==> config.mk <==
export PLATFORM = sky130hd
export DESIGN_NAME = alu
export DESIGN_NICKNAME = d
export VERILOG_FILES = /design/src/rtl/alu_pkg.sv /design/src/rtl/alu_addsub.sv /design/src/rtl/alu.sv
export SDC_FILE = /design/constraint.sdc
export NUM_CORES = 1
export LEC_CHECK = 0
export CAP_MARGIN = 20
export CORE_UTILIZATION = 54
export DETAILED_ROUTE_END_ITERATION = 16
export GPL_TIMING_DRIVEN = 0
export PLACE_DENSITY = 0.8
export SYNTH_ARGS = -nofsm -noshare
export SYNTH_HDL_FRONTEND = slang
export SYNTH_SLANG_ARGS = --single-unit
export TNS_END_PERCENT = 30
==> constraint.sdc <==
create_clock -name clk -period 5.65 [get_ports clk]
set_clock_uncertainty 0.15 [all_clocks]
set_input_delay 1.4125 -clock clk [delete_from_list [all_inputs] [get_ports clk]]
set_output_delay 1.4125 -clock clk [all_outputs]
set_load 0.01 [all_outputs]
==> src/rtl/alu_pkg.sv <==
// Shared ALU constants: datapath width and the ALU-control opcode encoding.
package alu_pkg;

  localparam int ALU_W = 32;

  localparam logic [3:0] CTL_AND = 4'b0000;
  localparam logic [3:0] CTL_OR  = 4'b0001;
  localparam logic [3:0] CTL_ADD = 4'b0010;
  localparam logic [3:0] CTL_SUB = 4'b0110;
  localparam logic [3:0] CTL_SLT = 4'b0111;
  localparam logic [3:0] CTL_NOR = 4'b1100;
  localparam logic [3:0] CTL_XOR = 4'b1101;

endpackage

==> src/rtl/alu_addsub.sv <==
// Shared adder for ADD/SUB/SLT. Subtraction is a + ~b + 1; ovf is the
// two's-complement overflow of whichever operation was performed.
module alu_addsub
  import alu_pkg::*;
(
  input  logic signed [ALU_W-1:0] a,
  input  logic signed [ALU_W-1:0] b,
  input  logic                    sub,
  output logic signed [ALU_W-1:0] sum,
  output logic                    ovf
);

  logic signed [ALU_W-1:0] b_op;
  logic        [ALU_W-1:0] cin;

  assign b_op = sub ? ~b : b;
  assign cin  = {{(ALU_W-1){1'b0}}, sub};
  assign sum  = $signed($unsigned(a) + $unsigned(b_op) + cin);

  // Overflow: both addends share a sign that the result does not.
  assign ovf  = (a[ALU_W-1] == b_op[ALU_W-1]) && (sum[ALU_W-1] != a[ALU_W-1]);

endmodule

==> src/rtl/alu.sv <==
// 32-bit MIPS ALU: combinational op select and zero detect, followed by
// one register stage holding the result and the zero flag.
module alu
  import alu_pkg::*;
(
  input  logic                    clk,
  input  logic                    reset,
  input  logic [3:0]              ctl,
  input  logic signed [ALU_W-1:0] a,
  input  logic signed [ALU_W-1:0] b,
  output logic [ALU_W-1:0]        out,
  output logic                    z
);

  // Signed less-than corrected for overflow of the difference.
  function automatic logic signed_less(input logic d_msb, input logic ovf);
    return d_msb ^ ovf;
  endfunction

  logic                    sub_p0;
  logic signed [ALU_W-1:0] sum_p0;
  logic                    ovf_p0;
  logic [ALU_W-1:0]        res_p0;
  logic                    zero_p0;

  assign sub_p0 = (ctl == CTL_SUB) || (ctl == CTL_SLT);

  alu_addsub u_addsub (
    .a   (a),
    .b   (b),
    .sub (sub_p0),
    .sum (sum_p0),
    .ovf (ovf_p0)
  );

  // Operation select; unused codes yield zero.
  always_comb begin
    res_p0 = '0;
    unique case (ctl)
      CTL_ADD,
      CTL_SUB: res_p0 = sum_p0;
      CTL_AND: res_p0 = a & b;
      CTL_OR:  res_p0 = a | b;
      CTL_NOR: res_p0 = ~(a | b);
      CTL_XOR: res_p0 = a ^ b;
      CTL_SLT: res_p0 = {{(ALU_W-1){1'b0}}, signed_less(sum_p0[ALU_W-1], ovf_p0)};
      default: res_p0 = '0;
    endcase
  end

  assign zero_p0 = (res_p0 == '0);

  // ---- stage p0 -> registered outputs ----
  // Result/flag register; reset wins over any operation in the same cycle.
  always_ff @(posedge clk) begin
    if (reset) begin
      out <= '0;
      z   <= 1'b1;
    end else begin
      out <= res_p0;
      z   <= zero_p0;
    end
  end

endmodule

==> run_results.csv, run 1 <==
group,metric,value,unit
global_route,antenna_found_initial,1,
timing,period_needed,5.52,ns
layout,num_antenna_cells,0,
drt,wl,20100,um
drt,num_vias,6323,
hold_path,hold_path_startpoint,"reset",
drt,avgRoutedWirePerCell,20.7,um
critical_path,critical_path.startpoint_type,"input port",
timing,setup_viol,0,
power_and_ir_drop,power.switching,0.000475,W
yosys,synth_edf_count,0,
yosys,ys.flop_type,"dfxtp_1",
status,outcome,"finished clean",
global_route,grt_pass1_vias,5877,
timing,tightest_slew,0.943,ns
yosys,syn_area,5370,sq um
yosys,async_flop_share,0,%
floorplan,die_w,102,um
yosys,postSynthAreaPerCell,7.31,sq um
critical_path,arrival,5.56,ns
floorplan,num_rows,36,
global_route,grt.overflow.total,0,
yosys,syn_inst,735,
timing,max_freq,181,MHz
drt,viasPerCell,6.50,
yosys,ys.warnings.count,0,
critical_path,cp-endpoint,"z",
critical_path,crit_fanout,10,
timing,finalCritPeriodShare,97.8,%
timing,fin_setup_tns,0,ns
layout,final_nets,1006,
critical_path,critical_path_class,"in2reg",
layout,most-common-layout-cells,"102 x clkdlybuf4s50_1, 96 x ha_1, 76 x a21oi_1, 71 x inv_1, 66 x nor2_1",
power_and_ir_drop,peakVddDrop,0.000122,V
power_and_ir_drop,internal_power,0.000601,W
clock_tree,cts_sinks,33,
timing,hold_viol,0,
clock_tree,root_buffer,"clkbuf_8",
layout,final_layout_size_suffix_gt1_share,4.40,%
drt,firstDrtPassIters,7,
drt,first_iter_violations,627,
power_and_ir_drop,sequentialPowerShare,23.6,%
critical_path,endpoint_kind,"register",
global_route,grtUsageTotal,38.5,%
power_and_ir_drop,power_density,161,nW/um^2
floorplan,dieArea,10300,sq um
timing,grt_setup_unrepaired,"no",
yosys,ys_seq_area_share,12.3,%
yosys,synth_cell_types,66,
placement,gp_congestion,0.963,
floorplan,initial_utilization,55.5,%
floorplan,pin_count,103,
power_and_ir_drop,comb_power_share,60.7,%
yosys,synthesis.nets,902,
global_route,grt_max_degree,11,
layout,post-route-util,69.2,%
drt,antenna_left,0,
global_route,grt_pass1_wl,30200,um
drt,drc,0,
power_and_ir_drop,p_leak,2.89,nW
clock_tree,cts.clk_slew.worst_paths,0.07,ns
layout,mostFrequentLayoutCell,"clkdlybuf4s50_1",
critical_path,critical_path_required,5.68,ns
floorplan,die_h,102,um
clock_tree,clockBufferDepth,2,
clock_tree,hold_buffers,0,
hold_path,min_path_type,"in2reg",
floorplan,coreArea,9680,sq um
layout,fill_cells,822,
yosys,ys_seq_elements,33,
power_and_ir_drop,clock_power_share,15.7,%
clock_tree,cts_tree,"built",
flow_run,max_cap_viol_count,0,
critical_path,critical_path.startpoint,"ctl[1]",
clock_tree,cts.htree.levels,2,
timing,max_slew_margin,37.2,%
layout,syn_to_final_growth,24.8,%
timing,finalMaxSlewViolations,0,
clock_tree,cts_buffers,5,
placement,portBuffers,102,
placement,hpwlAfterDp,15900,um
power_and_ir_drop,switching_share,44.1,%
-- stage by stage --
step           hold slack, ns  cells  setup WS [ns]  area (sq um)  power (W)
4_1_cts                  1.66    978         0.0352          6680    0.00105
5_1_grt                  1.69    973        0.00575          6700    0.00113
3_5_place_dp             1.93    970         -0.951          6560   0.000875
6_report                 1.66    973          0.126          6700    0.00108
3_3_place_gp             1.91    970         -0.967          6560   0.000857
2_1_floorplan            1.33    735          0.690          5370   0.000649
-- registers in the layout, summed over array words and instances (netlist names) --
signal	cells
z	1
out	32
-- cell usage after synthesis (6+ instances only) --
library cell	n	area share, %
ha_1	96	22
a21oi_1	81	7.5
inv_1	71	5.0
nor2_1	66	4.6
nand2_1	43	3.0
clkbuf_1	39	2.7
xnor2_1	38	6.2
dfxtp_1	33	12
a221oi_1	23	3.8
o21ai_0	21	2.0
nand4_1	18	2.1
a211oi_1	13	1.8
nand3_1	12	1.1
nor3_1	12	1.1
nor2b_1	11	1.3
o21a_1	11	1.5
a21o_1	10	1.4
a31oi_1	9	1.0
xor2_1	9	1.5
a22oi_1	7	0.98
or3_1	7	0.82
and2_1	6	0.70
o211ai_1	6	0.84
-- metal layers --
metal  share of wire (%)  wire (um)  track usage [%]
met5                   0          0                0
met4                 3.8        770             16.7
met3                  11       2200             6.35
met2                  44       8940             62.6
met1                  41       8210             49.9
-- cell families after synthesis --
| logic type | Yosys count | synth area share [%] |
|---|---|---|
| xor+xnor | 47 | 7.67 |
| fa+ha+maj | 97 | 22.7 |
| buf+inv | 118 | 8.48 |
| compound gates | 237 | 30.3 |
| simple gates | 203 | 18.5 |
| flops | 33 | 12.3 |
-- worst min-delay path by stage --
stage / cells past startpoint / to / slack [ns]
global placement: 2 / out[7] / 1.91
finish: 2 / out[10] / 1.66
global route: 2 / out[10] / 1.69
floorplan: 1 / out[10] / 1.33
CTS: 2 / out[10] / 1.66
detailed placement: 2 / out[10] / 1.93
-- area by class of cell --
type                       instances  area, sq um  share of cell area (%)
inverter                          71          267                    3.98
sequential                        33          661                    9.85
buffer                            41          183                    2.72
clock buffer                       6         72.6                    1.08
clock inverter                     2         10.0                   0.149
tap                              133          166                    2.48
timing repair buffer             103         1030                    15.3
multi-input combinational        584         4320                    64.4
-- power by group through the flow --
stage	sequential [W]	clock, W	combinational (W)
after global placement	0.000258	0	0.000599
after global routing	0.000255	0.000174	0.000703
after detailed placement	0.000259	0	0.000616
after floorplan	0.000268	0	0.000381
final	0.000254	0.000169	0.000653
after CTS	0.000254	0.000167	0.000626
-- critical path, stage by stage --
cell and delay, ns:
clkdlybuf4s50_1 0.58, and3b_1 0.21, buf_6 0.13, buf_6 0.21
xnor2_2 0.15, inv_1 0.08, fa_1 0.46, nor2b_2 0.20
o31a_1 0.26, o2111ai_1 0.27, a21oi_2 0.32, a21boi_1 0.16
or4b_1 0.48, and3_1 0.22, nand4b_1 0.11, nor2_1 0.06
a41o_1 0.23
-- timing repair --
action,4_1_cts,5_1_grt
buffers inserted,0,1
resized for setup,11,14
setup endpoints to repair,8,2
pin swaps,0,1
Power figures use the tool's default switching activity.
==> inputs of run 2 (changes only) <==
Settings changed: CORE_ASPECT_RATIO set to 0.75, CORE_UTILIZATION 54 to 55, CTS_BUF_LIST set to sky130_fd_sc_hd__clkbuf_4 sky130_fd_sc_hd__clkbuf_8, PLACE_DENSITY 0.8 to 0.81.
==> run 2 against run 1 <==
Clock-buffer cell count unchanged. Final cell count down 0.51%. Fmax up 0.16%.
==> run_results.csv, run 2 (synthesis results as in run 1) <==
group,metric,value,unit
status,outcome,"finished clean",
drt,viasPerCell,6.63,
power_and_ir_drop,peakVddDrop,0.000107,V
global_route,grt_max_degree,11,
clock_tree,cts_buffers,5,
timing,period_needed,5.52,ns
placement,place_worst_setup_slack,-1.07,ns
floorplan,num_rows,30,
critical_path,critical_path.startpoint_type,"input port",
layout,largest_reg_flops,32,
hold_path,min_path_type,"in2reg",
floorplan,die_h,87.6,um
global_route,grtUsageTotal,40.7,%
global_route,antenna_found_initial,0,
timing,setup_viol,0,
floorplan,pin_count,103,
clock_tree,clockBufferDepth,2,
global_route,grt_pass1_wl,31200,um
drt,drc,0,
critical_path,endpoint_kind,"register",
placement,hpwlAfterDp,16500,um
timing,hold_viol,0,
timing,grt_setup_unrepaired,"no",
hold_path,holdPathStages,2,
critical_path,cp.buffers_inverters,4,
placement,portBuffers,102,
hold_path,hold_path_startpoint,"reset",
clock_tree,cts_tree,"built",
layout,num_antenna_cells,0,
clock_tree,root_buffer,"clkbuf_8",
critical_path,critical_path_required,5.73,ns
layout,syn_to_final_growth,25.6,%
timing,max_slew_margin,31.6,%
floorplan,initial_utilization,57.9,%
drt,wl,21100,um
clock_tree,cts.clk_slew.worst_paths,0.07,ns
drt,num_vias,6418,
timing,fin_ws,0.135,ns
clock_tree,cts.htree.levels,2,
global_route,grt.overflow.total,0,
layout,final_layout_size_suffix_gt1_share,5.12,%
global_route,grt_pass1_vias,5950,
timing,finalCritPeriodShare,97.6,%
clock_tree,cts_sinks,33,
timing,finalMaxSlewViolations,0,
layout,mostFrequentLayoutCell,"clkdlybuf4s50_1",
critical_path,cp.depth,17,
critical_path,crit_fanout,10,
flow_run,max_cap_viol_count,0,
drt,first_iter_violations,822,
critical_path,arrival,5.59,ns
drt,antenna_left,0,
timing,fin_setup_tns,0,ns
critical_path,crit_chain,"clkdlybuf4s50_1, and3b_1, buf_6, clkbuf_4, xnor2_1, ha_1, buf_2, a21oi_2, o21ai_0, a311o_1, a22oi_1, a21boi_1, a21oi_1, a31oi_1, xnor2_1, a21oi_1, a41o_1",
drt,firstDrtPassIters,6,
layout,largest_registers,"out: 32 flops, z: 1 flops",
critical_path,cp_top_family,"compound AO/OA/AOI/OAI gates",
layout,most-common-layout-cells,"101 x clkdlybuf4s50_1, 96 x ha_1, 75 x a21oi_1, 71 x inv_1, 66 x nor2_1",
timing,holdWs,1.70,ns
layout,largest-register,"out",
critical_path,cpPeakStageDelay,0.55,ns
critical_path,cp_slowest_cell,"clkdlybuf4s50_1",
timing,tightest_slew,1.02,ns
hold_path,min_to,"out[7]",
power_and_ir_drop,power_density,163,nW/um^2
floorplan,die_w,116,um
timing,max_freq,181,MHz
drt,avgRoutedWirePerCell,21.8,um
floorplan,dieArea,10200,sq um
layout,final_nets,1006,
power_and_ir_drop,p_leak,2.91,nW
placement,gp_congestion,0.977,
floorplan,coreArea,9270,sq um
clock_tree,hold_buffers,0,
critical_path,critical_path_class,"in2reg",
-- run 2: report_power, final --
part	internal, W	switching, W
logic	0.000269	0.000402
clock network	0.0000901	0.0000860
registers	0.000250	0.00000453
-- run 2: per-layer routing --
metal / part of all wire (%) / vias to the layer above / wire [um] / global-route usage, %
li1: - / 2872 / - / -
met1: 40 / 2956 / 8510 / 53.6
met2: 41 / 509 / 8630 / 61.8
met3: 14 / 81 / 3040 / 11.5
met4: 4.3 / 0 / 897 / 18.4
met5: 0 / - / 0 / 0
-- run 2: worst max path at each step --
stage,start,slack (ns),endpoint
floorplan,ctl[3],0.69,z
global placement,ctl[1],-1.03,z
detailed placement,ctl[1],-1.07,z
CTS,ctl[1],0.0007,z
global route,ctl[3],0.001,z
finish,ctl[3],0.13,z
-- run 2: stage by stage --
stage	total power [W]	cell area, sq um	std cells	utilization [%]
detailed placement	0.000880	6550	965	70.7
global placement	0.000859	6550	965	70.7
global route	0.00115	6740	968	72.7
floorplan	0.000649	5370	735	-
CTS	0.00106	6680	974	72.1
finish	0.00110	6740	968	72.7
-- run 2: cell type report --
cell class | instances | area, sq um
Multi-Input combinational cell | 584 | 4360
Fill cell | 736 | 2530
Timing Repair Buffer | 103 | 1030
Sequential cell | 33 | 661
Inverter | 71 | 267
Buffer | 41 | 181
Tap cell | 128 | 160
Clock buffer | 6 | 76.3
Clock inverter | 2 | 10.0
-- run 2: timing repair --
| action | in CTS | in global routing |
|---|---|---|
| setup endpoints to repair | 11 | 3 |
| setup buffers | 1 | 0 |
| gates resized for setup | 12 | 20 |
| pin swaps | 2 | 4 |
==> inputs of run 3 (changes only) <==
Settings changed: CORE_UTILIZATION 55 to 50, PLACE_DENSITY 0.81 to 0.74.
==> run 3 against run 2 <==
Hold slack lost 0.017 ns. Combinational power down 1%. Routed wire length is 2.4% lower. First-iteration DRC count fell by 18%. Clock power shrank 5%. Critical path depth decreased by 1. Sequential power about the same. Critical path type unchanged. Critical endpoint unchanged. Largest power group unchanged. Highest routed layer unchanged.
==> run_results.csv, run 3 (synthesis results as in run 1) <==
group,metric,value,unit
layout,largest-register,"out",
drt,avgRoutedWirePerCell,21.1,um
layout,mostFrequentLayoutCell,"clkdlybuf4s50_1",
critical_path,endpoint_kind,"register",
global_route,use_met2,54.9,%
placement,gp_congestion,0.980,
clock_tree,cts_sinks,33,
layout,fill_cells,903,
placement,hpwlAfterDp,16700,um
timing,setup_viol,0,
clock_tree,cts_buffers,5,
critical_path,critical_path.startpoint_type,"input port",
layout,largest_registers,"out: 32 flops, z: 1 flops",
flow_run,max_cap_viol_count,0,
timing,finalMaxSlewViolations,0,
global_route,grt_pass1_vias,5853,
critical_path,critical_path_required,5.73,ns
floorplan,num_rows,32,
placement,placedCellCount,973,
global_route,grtUsageTotal,37.1,%
timing,hold_viol,0,
drt,viasPerCell,6.37,
drt,wl,20600,um
drt,first_iter_violations,672,
critical_path,critical_path_class,"in2reg",
timing,max_slew_margin,37.1,%
layout,layout.cells.non_filler,975,
power_and_ir_drop,clock_power_share,15.4,%
global_route,grt_max_degree,11,
power_and_ir_drop,internal_power,0.000607,W
layout,syn_to_final_growth,25.3,%
layout,final_layout_size_suffix_gt1_share,4.89,%
layout,largest_reg_flops,32,
power_and_ir_drop,power_density,161,nW/um^2
floorplan,die_h,91.8,um
clock_tree,cts_tree,"built",
clock_tree,clockBufferDepth,2,
global_route,grt_pass1_wl,31400,um
drt,firstDrtPassIters,8,
timing,max_freq,182,MHz
floorplan,die_w,122,um
layout,num_antenna_cells,0,
power_and_ir_drop,peakVddDrop,0.0000694,V
clock_tree,root_buffer,"clkbuf_8",
status,outcome,"finished clean",
power_and_ir_drop,comb_power_share,61.3,%
drt,antenna_left,0,
timing,tightest_slew,0.943,ns
timing,finalCritPeriodShare,97.4,%
layout,most-common-layout-cells,"102 x clkdlybuf4s50_1, 96 x ha_1, 77 x a21oi_1, 71 x inv_1, 66 x nor2_1",
layout,final-seq-area,661,sq um
drt,num_vias,6212,
floorplan,initial_utilization,51.8,%
timing,period_needed,5.50,ns
global_route,grt-busiest-layer,"met2",
clock_tree,cts.htree.levels,2,
placement,portBuffers,102,
layout,design_area,6730,sq um
layout,final_nets,1005,
power_and_ir_drop,switching_share,44.1,%
power_and_ir_drop,sequentialPowerShare,23.4,%
drt,drc,0,
global_route,grt.overflow.total,0,
critical_path,arrival,5.58,ns
global_route,grt_use_met3,10.2,%
global_route,antenna_found_initial,0,
timing,grt_setup_unrepaired,"no",
floorplan,dieArea,11200,sq um
placement,placed_area,6560,sq um
hold_path,min_path_type,"in2reg",
power_and_ir_drop,p_leak,2.90,nW
clock_tree,cts.clk_slew.worst_paths,0.06,ns
floorplan,pin_count,103,
clock_tree,hold_buffers,0,
global_route,grtUsageMet1,50.9,%
power_and_ir_drop,power.switching,0.000478,W
floorplan,coreArea,10400,sq um
layout,multi_input_area,4340,sq um
critical_path,crit_fanout,10,
==> run 3: critical path, stage by stage <==
cell,delay [ns]
clkdlybuf4s50_1,0.58
and3b_1,0.21
buf_6,0.12
buf_6,0.23
xnor2_1,0.15
ha_1,0.32
nor2b_2,0.22
o31a_1,0.30
or3_1,0.34
a31oi_1,0.54
and2_1,0.22
nand4_1,0.13
nor4_2,0.30
nand4_1,0.16
nor2_1,0.17
a41o_1,0.17
==> run 3: power groups by stage <==
stage / Sequential, W / Clock [W] / Combinational, W
after floorplan: 0.000268 / 0 / 0.000381
after global placement: 0.000258 / 0 / 0.000609
after detailed placement: 0.000259 / 0 / 0.000624
after CTS: 0.000254 / 0.000169 / 0.000632
after global routing: 0.000255 / 0.000181 / 0.000716
final: 0.000254 / 0.000167 / 0.000665
==> run 3: through the flow <==
stage                     util (%)  TNS [ns]  total power, W  hold slack (ns)  setup slack [ns]
after floorplan                  -         0        0.000649             1.33             0.690
after global placement        63.3     -6.50        0.000867             1.91             -1.11
after detailed placement      63.3     -7.08        0.000883             1.94             -1.14
after CTS                     64.4         0         0.00106             1.66           0.00578
after global routing          64.9         0         0.00115             1.73            0.0438
final                         64.9         0         0.00109             1.68             0.146
==> run 3: metal layers <==
metal	vias up	wire (um)
met5	-	0
li1	2865	-
met2	387	8290
met1	2898	8890
met4	0	670
met3	62	2720
==> run 3: final cells by class <==
cell class              count  area share (%)
multi-input cells         584            64.5
flip-flops and latches     33            9.82
clock buffers               6            1.13
well taps                 136            2.53
repair buffers            102            15.2
plain buffers              41            2.71
inverters                  71            3.96
clock inverters             2           0.149
==> run 3: path summary, 6_finish.rpt <==
kind	from	to	slack, ns	depth (start not counted)
setup / recovery	ctl[1]	z	0.15	16
hold / removal	reset	out[9]	1.68	2
==> run 3: timing repair <==
action | in CTS | in global routing
pin swaps | 0 | 1
endpoints found under the setup margin | 13 | 3
buffers inserted | 0 | 0
gates resized for setup | 10 | 21
hold endpoints to repair | 0 | 0
